==> config.mk <==
export PLATFORM = sky130hd
export DESIGN_NAME = spare_candidate_generator
export DESIGN_NICKNAME = d
export VERILOG_FILES = /design/src/rtl/spare_candidate_generator.sv
export SDC_FILE = /design/constraint.sdc
export NUM_CORES = 1
export LEC_CHECK = 0
export ABC_AREA = 1
export CAP_MARGIN = 20
export CORE_UTILIZATION = 35
export DETAILED_ROUTE_END_ITERATION = 8
export SLEW_MARGIN = 10
export SYNTH_ARGS = -nofsm -noshare
export SYNTH_HDL_FRONTEND = slang
export SYNTH_HIERARCHICAL = 1
export SYNTH_SLANG_ARGS = --single-unit
==> constraint.sdc <==
create_clock -name clk -period 4.6 [get_ports clk]
set_input_delay 0.69 -clock clk [delete_from_list [all_inputs] [get_ports clk]]
set_output_delay 0.69 -clock clk [all_outputs]
set_load 0.05 [all_outputs]
==> src/rtl/spare_candidate_generator.sv <==
// Spare candidate generator for the redundancy analyser.
// Walks every (DSSS, RLSS) pair where each word has a fixed popcount.
// RLSS is the inner loop and DSSS is the outer loop.
// Each pair is offered once through a valid/ready handshake, with no bubbles.

// Next larger integer with the same popcount (Gosper's step), purely combinational.
// The result is meaningless for the highest legal word, so the caller wraps instead.
module spare_candidate_generator_next #(
    parameter int W = 8
) (
    input  logic [W-1:0] cur,
    output logic [W-1:0] nxt
);

    logic [W-1:0] lsb;
    logic [W-1:0] ripple;
    logic [W-1:0] changed;
    int           tz;

    // lowest set bit, carry it upward, then right-justify the displaced ones
    always_comb begin
        lsb     = cur & (~cur + W'(1));
        ripple  = cur + lsb;
        changed = (cur ^ ripple) >> 2;
        // unrolled priority encoder: count of trailing zeros of cur
        tz = 0;
        for (int i = W - 1; i >= 0; i--) begin
            if (cur[i]) begin
                tz = i;
            end
        end
        nxt = ripple | (changed >> tz);
    end

endmodule

module spare_candidate_generator #(
    parameter int DSSS_W    = 8,
    parameter int DSSS_ONES = 4,
    parameter int RLSS_W    = 4,
    parameter int RLSS_ONES = 2,
    parameter int IDX_W     = 9
) (
    input  logic              clk,
    input  logic              rst,
    input  logic              start,
    input  logic              abort,
    input  logic              out_ready,
    output logic              out_valid,
    output logic [DSSS_W-1:0] dsss,
    output logic [RLSS_W-1:0] rlss,
    output logic [IDX_W-1:0]  cand_idx,
    output logic              last,
    output logic              busy,
    output logic              done
);

    // lowest legal word has its ones packed at the bottom, highest at the top
    localparam logic [DSSS_W-1:0] DSSS_LO = DSSS_W'((64'd1 << DSSS_ONES) - 64'd1);
    localparam logic [DSSS_W-1:0] DSSS_HI = DSSS_LO << (DSSS_W - DSSS_ONES);
    localparam logic [RLSS_W-1:0] RLSS_LO = RLSS_W'((64'd1 << RLSS_ONES) - 64'd1);
    localparam logic [RLSS_W-1:0] RLSS_HI = RLSS_LO << (RLSS_W - RLSS_ONES);

    typedef enum logic [1:0] {
        ST_IDLE = 2'd0,
        ST_RUN  = 2'd1,
        ST_DONE = 2'd2
    } state_t;

    state_t              state_q,     state_d;
    logic                out_valid_q, out_valid_d;
    logic                busy_q,      busy_d;
    logic                done_q,      done_d;
    logic [DSSS_W-1:0]   dsss_q,      dsss_d;
    logic [RLSS_W-1:0]   rlss_q,      rlss_d;
    logic [IDX_W-1:0]    cand_idx_q,  cand_idx_d;

    logic [DSSS_W-1:0]   dsss_next;
    logic [RLSS_W-1:0]   rlss_next;
    logic                dsss_at_hi;
    logic                rlss_at_hi;
    logic                last_w;
    logic                handshake;

    spare_candidate_generator_next #(.W(DSSS_W)) u_dsss_next (
        .cur (dsss_q),
        .nxt (dsss_next)
    );

    spare_candidate_generator_next #(.W(RLSS_W)) u_rlss_next (
        .cur (rlss_q),
        .nxt (rlss_next)
    );

    // final-candidate detection and handshake from registered state only
    always_comb begin
        dsss_at_hi = (dsss_q == DSSS_HI);
        rlss_at_hi = (rlss_q == RLSS_HI);
        // qualified by valid so that the held final words do not flag last while idle
        last_w     = out_valid_q & dsss_at_hi & rlss_at_hi;
        handshake  = out_valid_q & out_ready;
    end

    // sweep sequencing: next state, next candidate and registered outputs
    always_comb begin
        state_d     = state_q;
        out_valid_d = out_valid_q;
        busy_d      = busy_q;
        done_d      = 1'b0;
        dsss_d      = dsss_q;
        rlss_d      = rlss_q;
        cand_idx_d  = cand_idx_q;

        case (state_q)
            ST_IDLE: begin
                if (start) begin
                    state_d     = ST_RUN;
                    out_valid_d = 1'b1;
                    busy_d      = 1'b1;
                    dsss_d      = DSSS_LO;
                    rlss_d      = RLSS_LO;
                    cand_idx_d  = '0;
                end
            end
            ST_RUN: begin
                if (abort) begin
                    // abort beats a simultaneous handshake and suppresses done
                    state_d     = ST_IDLE;
                    out_valid_d = 1'b0;
                    busy_d      = 1'b0;
                end else if (handshake) begin
                    if (last_w) begin
                        state_d     = ST_DONE;
                        out_valid_d = 1'b0;
                        busy_d      = 1'b0;
                        done_d      = 1'b1;
                    end else begin
                        cand_idx_d = cand_idx_q + IDX_W'(1);
                        if (rlss_at_hi) begin
                            rlss_d = RLSS_LO;
                            dsss_d = dsss_next;
                        end else begin
                            rlss_d = rlss_next;
                        end
                    end
                end
            end
            ST_DONE: begin
                state_d = ST_IDLE;
            end
            default: begin
                state_d     = ST_IDLE;
                out_valid_d = 1'b0;
                busy_d      = 1'b0;
            end
        endcase
    end

    // state and output registers, cleared asynchronously
    always_ff @(posedge clk or negedge rst) begin
        if (!rst) begin
            state_q     <= ST_IDLE;
            out_valid_q <= 1'b0;
            busy_q      <= 1'b0;
            done_q      <= 1'b0;
            dsss_q      <= '0;
            rlss_q      <= '0;
            cand_idx_q  <= '0;
        end else begin
            state_q     <= state_d;
            out_valid_q <= out_valid_d;
            busy_q      <= busy_d;
            done_q      <= done_d;
            dsss_q      <= dsss_d;
            rlss_q      <= rlss_d;
            cand_idx_q  <= cand_idx_d;
        end
    end

    assign out_valid = out_valid_q;
    assign dsss      = dsss_q;
    assign rlss      = rlss_q;
    assign cand_idx  = cand_idx_q;
    assign last      = last_w;
    assign busy      = busy_q;
    assign done      = done_q;

endmodule
# --- Word level (Yosys, flattened, before mapping) ---
# Index checks and enable logic that the tools add are counted.
# Widths: inputs -> output; s select.
word_totals:
  regBits: 25
  latch_bits: 0
  mem_bits_rw: 0
  romBits: 0
  input_bits: 5
  out_inout_bits: 25
  wordCells: 85
  mem_count: 0
classes:
  addsub: 5
  multipliers: 0
  div_mod_pow: 0
  magnitude_cmp: 0
  n_eq_ne: 11
  shifts: 2
  n_mux: 43
  bitwise_logic: 12
  reduce_logical: 6
op_table:
  columns: ["operator", "count"]
  rows:
  - ["$mux 32", 10]
  - ["$mux 8", 5]
  - ["$mux 9", 4]
  - ["$shr 2x32->4", 1]
  - ["$shr 6x32->8", 1]
  - ["$mux 4", 5]
  - ["$pmux 9 s2", 1]
  - ["$pmux 8 s2", 1]
  - ["$mux 2", 5]
  - ["$ne 2x2->1 const B", 5]
  - ["$add 9x1->9 const B", 1]
  - ["$add 8x1->8 const B", 1]
  - ["$add 8x8->8", 1]
  - ["$and 8x8->8", 1]
  - ["$eq 8x8->1 const B", 1]
  - ["$mux 1", 8]
  - ["$not 8->8", 1]
  - ["$or 8x8->8", 1]
  - ["$pmux 4 s2", 1]
  - ["$xor 8x8->8", 1]
  - ["$ne 3x3->1 const B", 2]
  - ["$reduce_and 6->1", 1]
  - ["$reduce_and 5->1", 1]
  - ["$add 4x1->4 const B", 1]
  - ["other kinds (17)", 19]

# --- Longest topological paths before layout ---
logic_depth:
  ltp_word: 15
  depth_mapped: 16
  ltp_nobuf: 16

# --- By module ---
# The synthesis kept the hierarchy.
modules_own_cells:
  columns: ["module", "instances", "cells_each", "area_each_um2", "seq_area_each_um2"]
  rows:
  - ["spare_candidate_generator", 1, 175, 1357.6, 625.6]
  - ["spare_candidate_generator_next (u_dsss_next)", 1, 105, 559.3, 0.0]
  - ["spare_candidate_generator_next (u_rlss_next)", 1, 16, 72.6, 0.0]

# --- Worst setup path after synthesis ---
# No wires, ideal clock.
synth_timing:
  path_kind: "register to register"
  from: "register dsss_q[1], in the netlist dsss[1]"
  to: "register dsss_q[2], in the netlist dsss[2]"
  setup_ns: 0.121
  arrival_time_ns: 2.118
  required_ns: 4.479
  setup_slack_ns: 2.362
  path_stages_with_launch: 15
  n_path_buf: 0
  period_less_slack_ns: 2.238
  path_cell_list: "dfrtp_1 -> inv_2 -> nor2_2 -> nor2_1 -> a21oi_4 -> inv_2 -> nand2_2 -> nand3_1 -> nand2_1 -> inv_1 -> nand2_1 -> nand2_1 -> or2_2 -> nand4_1 -> nand2_1"
synth_between:
  elab_chain_len: 12
  elab_cells_between_ends: 19
  classes_between: "add/sub: 2; eq/ne: 2; shift: 1; mux: 7; bitwise: 6; reduce/logical: 1"
synth_rtl:
  columns: ["element", "line_no", "source"]
  rows:
  - ["start, declared", "74", "logic [DSSS_W-1:0] dsss_q, dsss_d;"]
  - ["start signal, assigned", "174", "dsss_q <= dsss_d;"]
  - ["$not 8->8", "22", "lsb = cur & (~cur + W'(1));"]
  - ["$add 8x1->8", "22", null]
  - ["$and 8x8->8", "22", null]
  - ["$add 8x8->8", "23", "ripple = cur + lsb;"]
  - ["$xor 8x8->8", "24", "changed = (cur ^ ripple) >> 2;"]
  - ["$shr 6x32->8", "32", "nxt = ripple | (changed >> tz);"]
  - ["$or 8x8->8 *", "32", null]
  - ["net dsss_next[2]", "78", "logic [DSSS_W-1:0] dsss_next;"]
  - ["$mux 8 *", "139", "if (rlss_at_hi) begin"]
  - ["$mux 8 *", "132", "if (last_w) begin"]
  - ["$mux 8 *", "131", "end else if (handshake) begin"]
  - ["$mux 8 *", "126", "if (abort) begin"]
  - ["$pmux 8 s2 *", "114", "case (state_q)"]
# The timed path passes the listed nets; every way through them passes the cells marked *. The select of a mux whose other input is x is not followed.
# A chain may end at the register's enable or synchronous reset.

# --- Worst setup path in the final report ---
layout_timing:
  from: "register dsss_q[0], in the netlist dsss[0]"
  to: "output port last"
layout_between:
  elab_chain_len: 3
layout_rtl:
  columns: ["element", "line_no", "source"]
  rows:
  - ["$eq 8x8->1", "97", "dsss_at_hi = (dsss_q == DSSS_HI);"]
  - ["$and 1x1->1 (2 in series)", "100", "last_w = out_valid_q & dsss_at_hi & rlss_at_hi;"]
  - ["end, declared", "53", "output logic last,"]
# Every way passes these cells.

==> flow_summary.ini <==
[floorplan]
dieArea_mm2 = 0.00599
rows = 27
chipWidth_um = 77.4
die_h_um = 77.4
ios = 30
core_mm2 = 0.00551
initial_core_util_pct = 36.1

[layout]
num_antenna_cells = 0
syn2layout_area_growth_pct = 20.1
nets = 332
utilization_pct = 43.4
fill_cells = 575
drive_gt1_share_pct = 15.4

[synth]
netlist_top_cells_area = dfrtp_1, nand2_1, nand3_1
ys_seq_area_share_pct = 31.4
synth_area_mm2 = 0.00199
ys_ff_latch = 25
synthDistinctLibCells = 32
ys_warn_count = 6
synthCells = 296
synth_top_cell_by_area = dfrtp_1
syn_nets = 302
synth.avg_cell_area_um2 = 6.72
synth_top_area_share_pct = 31.4

[clocking]
clockBufferDepth = 2
insertion_delay_ps = 270
numCtsBuffers = 3
cts_resized = 0
clkSlewWorstSetupHoldPaths_ps = 90
cts_tree = built
ctsHoldBuffers = 0
root_buffer = clkbuf_8
htree_levels = 1
cts_setup_buffers = 0
clock-sinks = 25

[timing]
grt_setup_unrepaired = no
finalClockSkew_ps = 3.03
fmax_mhz = 359
finalSetupViolCount = 0
slew-limit-headroom_pct = 64.7
finalSetupTns_ps = 0
period_needed_ps = 2790
hold_viol_final = 0
slew_violations = 0
finalCritPeriodShare_pct = 60.6
max_slew.worst_pin.slew_ps = 527

[critical_path]
critPathRequiredTime_ps = 3910
critical_path_arrival_ps = 2100
end_kind = output port
crit_fanout = 8
crit_type = flip-flop to output port
crit_path_start_kind = flip-flop

[place]
hpwl_um = 3540
gp_congestion = 0.898
port_buffers = 29

[global_routing]
grt_antenna_before_repair = 0
met1_usage_pct = 23.2
grt_overflow = 0
busiest_layer = met2
grt_pass1_vias = 1777
track_usage_pct = 16.7
grt.met3_usage_pct = 2.47
use_met2_pct = 27.1
grt_max_degree = 26
grt_pass1_wl_um = 8100

[drt]
routed_wl_um = 4600
via_per_inst = 4.78
antenna_left = 0
vias = 1897
initialDrtViolationCount = 86
drc = 2
wl_per_cell_um = 11.6
first_pass_iters = 6

[power_and_ir_drop]
comb_power_share_pct = 64.0
clkPwrFrac_pct = 9.4
p_switching_uw = 768
sw_frac_of_total_pct = 54.6
seqPwrFrac_pct = 26.6
power.internal_uw = 638
p_leak_uw = 0.00116
power-per-cell-area_mw_per_mm2 = 589
power_uw = 1410
ir_worst_vdd_uv = 259

[min_path]
hp-class = flip-flop to flip-flop

[run]
max_cap_viol_count = 0

[outcome]
status = finished with violations
violations = DRC
[worst max-delay path, stage by stage, from the launching register on]
cell             delay [ps]
dfrtp_1                 490
nor2_1                  190
inv_1                    60
nor2_1                  150
nand2_1                  90
inv_1                    60
clkdlybuf4s50_1         790
[layer usage]
layer | vias up | part of all wire [%]
met5 | - | 0
met4 | 0 | 1.6
met3 | 6 | 2.4
met2 | 34 | 42
met1 | 857 | 54
li1 | 1000 | -
[cell usage in the layout, fill, tap and decap left out, types with 3 or more instances in the layout]
cell type and instances:
a21oi_1 4, clkbuf_8 3, clkdlybuf4s50_1 29, dfrtp_1 25, inv_1 26, inv_2 6
nand2_1 98, nand2_2 12, nand3_1 25, nand3b_1 6, nand4_1 10, nor2_1 31
nor2_2 4, o21ai_0 8, o21ai_1 3, o21ai_2 6, or2_2 7, xnor2_1 3
xor2_1 3
[final cells by class]
type                       instances  area [um^2]  area share, %
multi-input combinational        234         1210           50.7
sequential                        25          626           26.2
clock buffer                       4         45.0           1.89
timing repair buffer              30          298           12.5
inverter                          32          120           5.03
tap                               72         90.1           3.77
[kinds of logic after synthesis]
kind of cell             share of synthesized area [%]
adder cells (fa/ha/maj)                          0.629
buffers and inverters                             7.74
flip-flops                                        31.4
XOR/XNOR                                          2.64
AND/OR/NAND/NOR                                   45.4
AO/OA/AOI/OAI                                     12.1
[flip-flops by register name (all words and copies together), names as in the netlist]
name      cells
done          1
dsss          8
state_q       2
cand_idx      9
rlss          4
busy          1
[synth_stat cells]
library cell	count
a21o_2	1
a21oi_1	4
a21oi_2	1
a21oi_4	2
a22o_1	1
buf_4	2
buf_6	1
clkbuf_1	2
dfrtp_1	25
ha_1	1
inv_1	26
inv_2	6
nand2_1	98
nand2_2	12
nand2_4	1
nand3_1	25
nand3_2	2
nand3b_1	6
nand4_1	10
nor2_1	31
nor2_2	4
nor2_4	1
o211ai_2	1
o21ai_0	8
o21ai_1	3
o21ai_2	6
o21ai_4	1
o21bai_1	1
o21bai_4	1
or2_2	7
xnor2_1	3
xor2_1	3
[power by group through the flow]
stage                     logic [uW]  registers, uW  clock network (uW)
after global placement           907            373                   0
after CTS                        906            376                 139
after global routing             991            390                 149
after detailed placement         902            380                   0
final                            900            375                 132
after floorplan                  509            542                   0
[worst paths after layout]
path | endpoint | from | cells past startpoint | slack (ps)
setup / recovery | last | dsss[0] | 6 | 1810
hold reg to reg | cand_idx[8] | cand_idx[8] | 2 | 550
hold / removal | cand_idx[8] | cand_idx[8] | 2 | 550
min in group asynchronous | cand_idx[5] | rst | 2 | 780
setup reg to reg | dsss[0] | dsss[2] | 13 | 2360
max in group asynchronous | dsss[0] | rst | 2 | 3560
[through the flow]
| stage | setup WS (ps) | instances | hold WS (ps) | instance area [um^2] |
|---|---|---|---|---|
| floorplan | 2360 | 296 | 394 | 1990 |
| global placement | 2120 | 393 | 529 | 2340 |
| detailed placement | 2100 | 393 | 527 | 2340 |
| CTS | 1790 | 397 | 553 | 2390 |
| global route | 1630 | 397 | 581 | 2390 |
| finish | 1810 | 397 | 548 | 2390 |
Note: power is estimated with default switching activity, not from simulation.
